==> src/rtl/fft_frame_scheduler.sv <==
// fft_frame_scheduler: round-robin, per-frame sharing of one serial SDF FFT
// pipeline; a tag FIFO labels each shuffled output frame with its source.
module fft_frame_scheduler #(
  parameter int N         = 3,
  parameter int NUM_SRC   = 4,
  parameter int W         = 16,
  parameter int TAG_DEPTH = 4
) (
  input  logic                       clk,
  input  logic                       reset,
  input  logic [NUM_SRC-1:0]         src_req,
  input  logic [NUM_SRC-1:0]         src_valid,
  input  logic [NUM_SRC*W-1:0]       src_data,
  output logic [NUM_SRC-1:0]         src_gnt,
  output logic                       fft_start,
  output logic [W-1:0]               fft_ip,
  input  logic                       fft_op_ready,
  output logic                       out_valid,
  output logic                       out_first,
  output logic [$clog2(NUM_SRC)-1:0] out_tag,
  output logic                       busy,
  output logic                       err_underrun,
  output logic                       err_orphan
);

  localparam int TW = $clog2(NUM_SRC);
  localparam int AW = $clog2(TAG_DEPTH);

  typedef enum logic {IDLE, LOAD} state_t;

  state_t         state;
  logic [N-1:0]   cnt;
  logic [N-1:0]   ocnt;
  logic [TW-1:0]  gnt_id;
  logic [TW-1:0]  ptr;
  logic [TW-1:0]  tag_q;
  logic [TW-1:0]  tags [TAG_DEPTH];
  logic [AW:0]    wr_ptr;
  logic [AW:0]    rd_ptr;

  logic           empty;
  logic           full;
  logic           push;
  logic           pop;
  logic           last;
  logic [TW-1:0]  gnt_nxt;
  logic [W-1:0]   gnt_data;
  logic           gnt_valid;

  logic [TW-1:0]      arb_base;
  logic [TW-1:0]      arb_id;
  logic [NUM_SRC-1:0] arb_req;
  logic               arb_hit;

  assign empty = wr_ptr == rd_ptr;
  assign full  = (wr_ptr[AW] != rd_ptr[AW]) &&
                 (wr_ptr[AW-1:0] == rd_ptr[AW-1:0]);
  assign last  = cnt == '1;
  assign push  = (state == LOAD) && (cnt == '0);
  assign pop   = fft_op_ready && !empty;

  assign gnt_nxt   = (int'(gnt_id) == NUM_SRC - 1) ?
                     '0 : gnt_id + 1'b1;
  assign gnt_data  = src_data[int'(gnt_id)*W +: W];
  assign gnt_valid = src_valid[gnt_id];

  // At a frame end the finishing grantee is masked so a contiguous
  // grant always moves on to another requester.
  always_comb begin
    arb_base = (state == LOAD) ? gnt_nxt : ptr;
    arb_req  = (state == LOAD) ? (src_req & ~src_gnt) : src_req;
    arb_hit  = 1'b0;
    arb_id   = '0;
    for (int i = 0; i < NUM_SRC; i++) begin
      if (!arb_hit &&
          arb_req[(int'(arb_base) + i) % NUM_SRC]) begin
        arb_hit = 1'b1;
        arb_id  = TW'((int'(arb_base) + i) % NUM_SRC);
      end
    end
  end

  always_ff @(posedge clk or posedge reset) begin
    if (reset) begin
      state        <= IDLE;
      src_gnt      <= '0;
      gnt_id       <= '0;
      ptr          <= '0;
      cnt          <= '0;
      fft_start    <= 1'b0;
      fft_ip       <= '0;
      err_underrun <= 1'b0;
    end else begin
      fft_start <= 1'b0;
      fft_ip    <= '0;
      unique case (state)
        IDLE: begin
          if (arb_hit && !full) begin
            state   <= LOAD;
            src_gnt <= NUM_SRC'(1) << arb_id;
            gnt_id  <= arb_id;
            cnt     <= '0;
          end
        end
        LOAD: begin
          fft_start <= cnt == '0;
          if (gnt_valid) fft_ip <= gnt_data;
          else err_underrun <= 1'b1;
          cnt <= cnt + 1'b1;
          if (last) begin
            ptr <= gnt_nxt;
            if (arb_hit && !full) begin
              src_gnt <= NUM_SRC'(1) << arb_id;
              gnt_id  <= arb_id;
            end else begin
              state   <= IDLE;
              src_gnt <= '0;
            end
          end
        end
        default: state <= IDLE;
      endcase
    end
  end

  always_ff @(posedge clk) begin
    if (push) tags[wr_ptr[AW-1:0]] <= gnt_id;
  end

  always_ff @(posedge clk or posedge reset) begin
    if (reset) begin
      wr_ptr     <= '0;
      rd_ptr     <= '0;
      ocnt       <= '0;
      tag_q      <= '0;
      err_orphan <= 1'b0;
    end else begin
      if (push) wr_ptr <= wr_ptr + 1'b1;
      if (pop) begin
        tag_q  <= tags[rd_ptr[AW-1:0]];
        rd_ptr <= rd_ptr + 1'b1;
        ocnt   <= '1;
      end else if (ocnt != '0) begin
        ocnt <= ocnt - 1'b1;
      end
      if (fft_op_ready && empty) err_orphan <= 1'b1;
    end
  end

  // Output framing starts in the op_ready cycle itself.
  assign out_valid = pop || (ocnt != '0);
  assign out_first = pop;
  assign out_tag   = pop ? tags[rd_ptr[AW-1:0]] : tag_q;
  assign busy      = (state != IDLE) || !empty;

endmodule

==> config.mk <==
export PLATFORM = sky130hd
export DESIGN_NAME = fft_frame_scheduler
export DESIGN_NICKNAME = d
export VERILOG_FILES = /design/src/rtl/fft_frame_scheduler.sv
export SDC_FILE = /design/constraint.sdc
export NUM_CORES = 1
export LEC_CHECK = 0
export BUFFER_PORTS_ARGS = -buffer_cell sky130_fd_sc_hd__buf_2
export CORE_ASPECT_RATIO = 0.9
export CORE_MARGIN = 5
export CORE_UTILIZATION = 30
export DETAILED_ROUTE_END_ITERATION = 8
export PLACE_DENSITY_LB_ADDON = 0.05
export SYNTH_ARGS = -nofsm -noshare
export SYNTH_HDL_FRONTEND = slang
export SYNTH_SLANG_ARGS = --single-unit
==> constraint.sdc <==
create_clock -name clk -period 5.2 [get_ports clk]
set_input_delay 0.52 -clock clk [delete_from_list [all_inputs] [get_ports clk]]
set_output_delay 0.52 -clock clk [all_outputs]
set_load 0.02 [all_outputs]
# Word level (Yosys, flattened, before mapping)
# Memory sizes are Yosys's and may differ from the RTL's.
# Cells that the tools add are included.
[totals]
mem_count = 1
elab_cells = 111
output_inout_bits = 28
reg_bits = 42
inputBits = 75
mem_bits_rw = 8
[classes]
n_mux = 44
n_eq_ne = 7
n_reduce_logical = 24
shift = 2
n_bitwise = 7
add_sub_neg = 8
magnitude_cmp = 5
[mem_list]
columns = ["name", "words", "word_bits", "rd", "rd_clocked_by_memory_dff", "write_ports", "line_no", "rtl"]
rows = [
  ["tags", 4, 2, 1, 0, 1, "37", "logic [TW-1:0] tags [TAG_DEPTH];"],
]
[ops]
columns = ["op", "n"]
rows = [
  ["64-bit by 7-bit variable part select with 16-bit output", 1],
  ["16-bit 2-to-1 mux", 2],
  ["2-bit 2-to-1 mux", 9],
  ["1-bit 2-to-1 mux", 17],
  ["4-bit 2-to-1 mux", 4],
  ["3-bit by 4-bit < comparator with 1-bit output, second input constant", 3],
  ["1-bit binary-select mux with 2-bit select", 5],
  ["3-bit by 1-bit adder with 3-bit output, second input constant", 3],
  ["3-bit 2-to-1 mux", 3],
  ["1-bit logical AND", 8],
  ["4-bit one-hot mux with 2 select lines", 1],
  ["2-bit by 3-bit < comparator with 1-bit output, second input constant", 2],
  ["3-bit one-hot mux with 2 select lines", 1],
  ["2-bit AND reduction", 3],
  ["2-bit OR reduction", 3],
  ["1-bit zero test", 5],
  ["2-bit by 1-bit adder with 2-bit output, second input constant", 2],
  ["2-bit adder, second input constant", 2],
  ["4-bit bitwise AND", 1],
  ["4-bit inverter", 1],
  ["2-bit one-hot mux with 2 select lines", 1],
  ["1-bit by 2-bit << shifter with 4-bit output, first input constant", 1],
  ["1-bit bitwise AND, first input constant", 3],
  ["3-bit == test", 1],
  ["13 further kinds", 15],
]

# Depth between registers and ports, before layout
[depth]
depth_word = 21
ltp_mapped = 8
depth_no_buf = 7

# Least setup slack after synthesis
# OpenSTA, ideal clock, no wires.
[synth_timing]
path_kind = "register to output"
start = "register rd_ptr[0]"
end = "output out_tag[0]"
stages_incl_launch_ff = 6
setup_slack_ns = 3.178
required_time_ns = 4.680
t_arrival_ns = 1.502
path_cell_list = "dfrtp_1 -> xnor2_1 -> nand3_1 -> nand2_1 -> inv_1 -> mux2_2"
[synth_between]
elab_chain_cells = 4
word_cells_on_any_way = 5
classes_between = "eq/ne (1); mux (1); reduce/logical (2); memory (1)"
[synth_rtl]
columns = ["element", "line_no", "rtl"]
rows = [
  ["start: declaration", "39", "logic [AW:0] rd_ptr;"],
  ["start signal: assignment", "141", "rd_ptr <= rd_ptr + 1'b1;"],
  ["3-bit == test", "55", "assign empty = wr_ptr == rd_ptr;"],
  ["1-bit zero test", "60", "assign pop = fft_op_ready && !empty;"],
  ["1-bit logical AND", "60", ""],
  ["net out_first", "19", "output logic out_first,"],
  ["2-bit 2-to-1 mux", "--", ""],
  ["end: declaration", "20", "output logic [$clog2(NUM_SRC)-1:0] out_tag,"],
]
# The timed path passes the listed nets, and every way through them passes these cells.

# Worst setup path after layout
[layout_timing]
start = "register gnt_id[1]"
end = "register src_gnt[2]"
[layout_between]
elab_chain_cells = 19
word_cells_on_any_way = 40
classes_between = "add/sub (4); eq/ne (2); shift (1); mux (25); reduce/logical (8)"
[layout_rtl]
columns = ["element", "line_no", "rtl"]
rows = [
  ["start: declaration", "34", "logic [TW-1:0] gnt_id;"],
  ["start signal: assignment", "101", "gnt_id <= arb_id;"],
  ["start signal: assignment", "114", "gnt_id <= arb_id;"],
  ["2-bit by 1-bit adder with 2-bit output or 2-bit by 1-bit == test with 1-bit output (tied branches)", "63, 62", ""],
  ["2-bit 2-to-1 mux (*)", "62", "assign gnt_nxt = (int'(gnt_id) == NUM_SRC - 1) ?"],
  ["net gnt_nxt[1]", "46", "logic [TW-1:0] gnt_nxt;"],
  ["2-bit 2-to-1 mux (*)", "70", "arb_base = (state == LOAD) ? gnt_nxt : ptr;"],
  ["2-bit by 1-bit adder with 2-bit output or 1-bit binary-select mux with 2-bit select (tied branches)", "76, 78", ""],
  ["1-bit binary-select mux with 2-bit select or 1-bit 2-to-1 mux (tied branches)", "76", "arb_req[(int'(arb_base) + i) % NUM_SRC]) begin"],
  ["1-bit 2-to-1 mux, on equally long branches", "76, 75", ""],
  ["1-bit 2-to-1 mux (implied by the code) or 1-bit zero test (tied branches)", "76, 75", ""],
  ["[... 4 more ...]", "--", ""],
  ["1-bit 2-to-1 mux", "75", "if (!arb_hit &&"],
  ["1-bit zero test", "75", ""],
  ["1-bit logical AND", "75", ""],
  ["2-bit 2-to-1 mux or 1-bit 2-to-1 mux (tied branches)", "75", ""],
  ["1-bit by 2-bit << shifter with 4-bit output or 1-bit logical AND (tied branches)", "--", ""],
  ["4-bit 2-to-1 mux", "112", "if (arb_hit && !full) begin"],
  ["4-bit 2-to-1 mux", "110", "if (last) begin"],
  ["4-bit one-hot mux with 2 select lines", "96", "unique case (state)"],
  ["end signal: assignment", "100", "src_gnt <= NUM_SRC'(1) << arb_id;"],
  ["end signal: assignment", "113", "src_gnt <= NUM_SRC'(1) << arb_id;"],
  ["end: declaration", "14", "output logic [NUM_SRC-1:0] src_gnt,"],
]
# Mark *: on every way through the listed nets, which the timed path passes. The rest lies on a longest branch. The select of a mux whose other input is x is not followed.
# A chain may end at the register's enable or synchronous reset.

==> metrics.yaml <==
power:
  clkPwrFrac_pct: 15.3
  static-leakage-power_uw: 0.00165
  p_seq_share_pct: 36.0
  powerDensity_mw_per_mm2: 559
  combPwrFrac_pct: 48.7
  switching_share_pct: 41.0
  irDropWorstVdd_mv: 0.147
  p_switching_uw: 779
  p_int_uw: 1120
global_route:
  grt_max_degree: 43
  grt.total_usage_pct: 12.4
  grtUsageMet2_pct: 17.6
  grt_use_met1_pct: 17.0
  grt_pass1_vias: 2134
  grt_first_pass_wirelength_um: 10500
  use_met3_pct: 5.32
  grt_antenna_before_repair: 0
  grt-ovfl-total: 0
  grt.busiest_layer: "met2"
route:
  wl_per_cell_um: 15.0
  postRouteAntennaNets: 0
  routed_via_density: 4.61
  dr.first_iter.drc_count: 78
  drc: 0
  postRouteWirelength_um: 6480
  drt_first_pass_iters: 4
  vias: 1995
worst_hold_path:
  hold_path.class: "primary input to async pin"
logic_synthesis:
  ys_ff_latch: 50
  syn_avg_cell_area_um2: 12.5
  synth_compound_gate_area_share_pct: 9.04
  synth_top_family_by_area: "multiplexers"
  synthSimpleGateAreaFrac_pct: 12.7
  synthAdderAreaFrac_pct: 5.15
  syn-num-nets: 299
  synthesis.area_mm2: 0.00267
  synthMuxAreaShare_pct: 18.5
  synth_cell_types: 42
  ys.warnings.count: 0
  syn_inst: 213
  ys_seq_area_share_pct: 48.3
  async_flop_share_pct: 84.0
  synthXorXnorAreaFrac_pct: 2.62
  yosys_most_used_dff: "dfrtp_1"
  synth_edf_count: 8
sta:
  slew_viol_final: 0
  tightest_slew_ns: 1.01
  fin_setup_tns_ns: 0
  fmax_mhz: 370
  slew_headroom_pct: 32.5
  period_minus_slack_ns: 2.70
  setup_viol: 0
  hold_viol: 0
  fin_crit_sh_pct: 51.9
  finalClockSkew_ns: 0.0142
  rsz0062_at_grt: "false"
critical_path:
  path_common_cell: "a211o_1"
  critPathKind: "register to register"
  crit_path_top_delay_cell: "dfrtp_1"
  cp_cell_sequence: "ha_1, mux2_2, nor4_2, a211o_1, a2111oi_2, a211o_1"
  crit_arrival_ns: 2.91
  endpoint_kind: "register"
  required_ns: 5.41
  critPathMaxStageDelay_ns: 0.93
  startpoint_type: "register"
  crit_fanout: 23
clocking:
  ctsHtreeMaxLevel: 2
  cts_tree: "yes"
  worstSkewPairLatency_ns: 0.31
  cts_root_buf: "clkbuf_8"
  cts_num_sinks: 50
  clockBufferDepth: 2
  cts_resized: 0
  cts.reportedPaths.clkPinSlew_ns: 0.11
  numCtsBuffers: 5
  postCtsSetupBuffers: 0
  postCtsHoldBufs: 0
place:
  io_buffers: 102
  place_hpwl_um: 4960
  routabilityCongestion: 0.734
  dp_cells: 425
  placed_area_mm2: 0.00328
layout:
  drive_gt1_share_pct: 45.9
  layout_common_cells: "buf_2 (102), dfrtp_1 (42), nand2_1 (24), mux4_2 (19), and3_1 (18)"
  layout.nets: 399
  layout_commonest_cell: "buf_2"
  fin_cells: 433
  final_area_mm2: 0.00340
  fill_cells: 876
  syn2layout_area_growth_pct: 27.3
  diodes: 0
run:
  cap_viol_max_count: 0
floorplan:
  core-area_mm2: 0.00865
  num_io_pins: 103
  dieArea_mm2: 0.0109
  die_w_um: 109
  die-height_um: 99.5
  initial_core_util_pct: 30.9
  rows: 32
outcome:
  status: "completed"
[cell type report]
cell class              instances  area, um^2  area share (%)
clock inverters                 3        48.8            1.44
clock buffers                   5        68.8            2.02
multi-input cells             142        1280            37.7
flip-flops and latches         50        1290            38.0
inverters                      11        41.3            1.21
repair buffers                103         518            15.2
well taps                     119         149            4.38
[worst paths after layout]
check	depth (start not counted)	start	to	slack, ns
min in group clk	2	fft_op_ready	err_orphan	0.42
min	2	reset	fft_ip[12]	0.40
max	6	gnt_id[1]	src_gnt[2]	2.50
max reg2reg	6	gnt_id[1]	src_gnt[2]	2.50
min reg2reg	1	err_orphan	err_orphan	0.46
max in group asynchronous	2	reset	src_gnt[0]	4.24
[metal layers]
layer  routed length, um  vias to the layer above
li1                    -                      978
met1                3020                      927
met2                2750                       83
met3                 623                        7
met4                  89                        0
met5                   0                        -
[synthesized netlist by cell type, types with 3 or more instances]
library cell  number  area share, %
a21oi_1            3           0.56
and2_1             6            1.4
and3_1            18            4.2
buf_2              3           0.56
clkbuf_1           5           0.70
dfrtp_1           42             39
edfxtp_1           8            9.0
ha_1              11            5.2
inv_1             10            1.4
mux2_2             4            1.7
mux4_2            19             16
nand2_1           24            3.4
nand3_1            5           0.94
nor2_1             5           0.70
o21ai_0            9            1.7
o21ai_1            3           0.56
xnor2_1            7            2.3
[worst max-delay path, delay by kind of cell, from the launching register on]
family / cells / cell delay [ns]
multiplexers: 1 / 0.32
adder cells (fa/ha/maj): 1 / 0.40
AO/OA/AOI/OAI: 3 / 0.62
AND/OR/NAND/NOR: 1 / 0.32
flip-flops: 1 / 0.93
[power by group through the flow]
stage	combinational [uW]	sequential [uW]	clock (uW)
finish	926	684	292
global route	1040	708	317
CTS	944	692	302
detailed placement	941	697	0
global placement	945	698	0
floorplan	672	722	0
[registers in the layout, indices dropped and copies added, names as in the netlist]
register	count
cnt	3
err_orphan	1
err_underrun	1
fft_ip	16
fft_start	1
gnt_id	2
ocnt	3
ptr	2
rd_ptr	3
src_gnt	4
state	1
tag_q	2
tags	8
wr_ptr	3
[cell families after synthesis]
family,after synthesis
AO/OA/AOI/OAI,33
XOR/XNOR,8
adder cells (fa/ha/maj),11
buffers and inverters,21
flip-flops,50
multiplexers,25
AND/OR/NAND/NOR,65
[stage by stage]
stage	total power, uW	hold WS (ns)	util, %	worst slack (ns)
4_1_cts	1940	0.405	39.3	2.43
3_3_place_gp	1640	0.434	37.9	2.46
2_1_floorplan	1390	0.441	-	3.18
5_1_grt	2060	0.405	39.3	2.28
3_5_place_dp	1640	0.447	37.9	2.48
6_report	1900	0.400	39.3	2.50
Note: power is estimated with default switching activity, not from simulation.
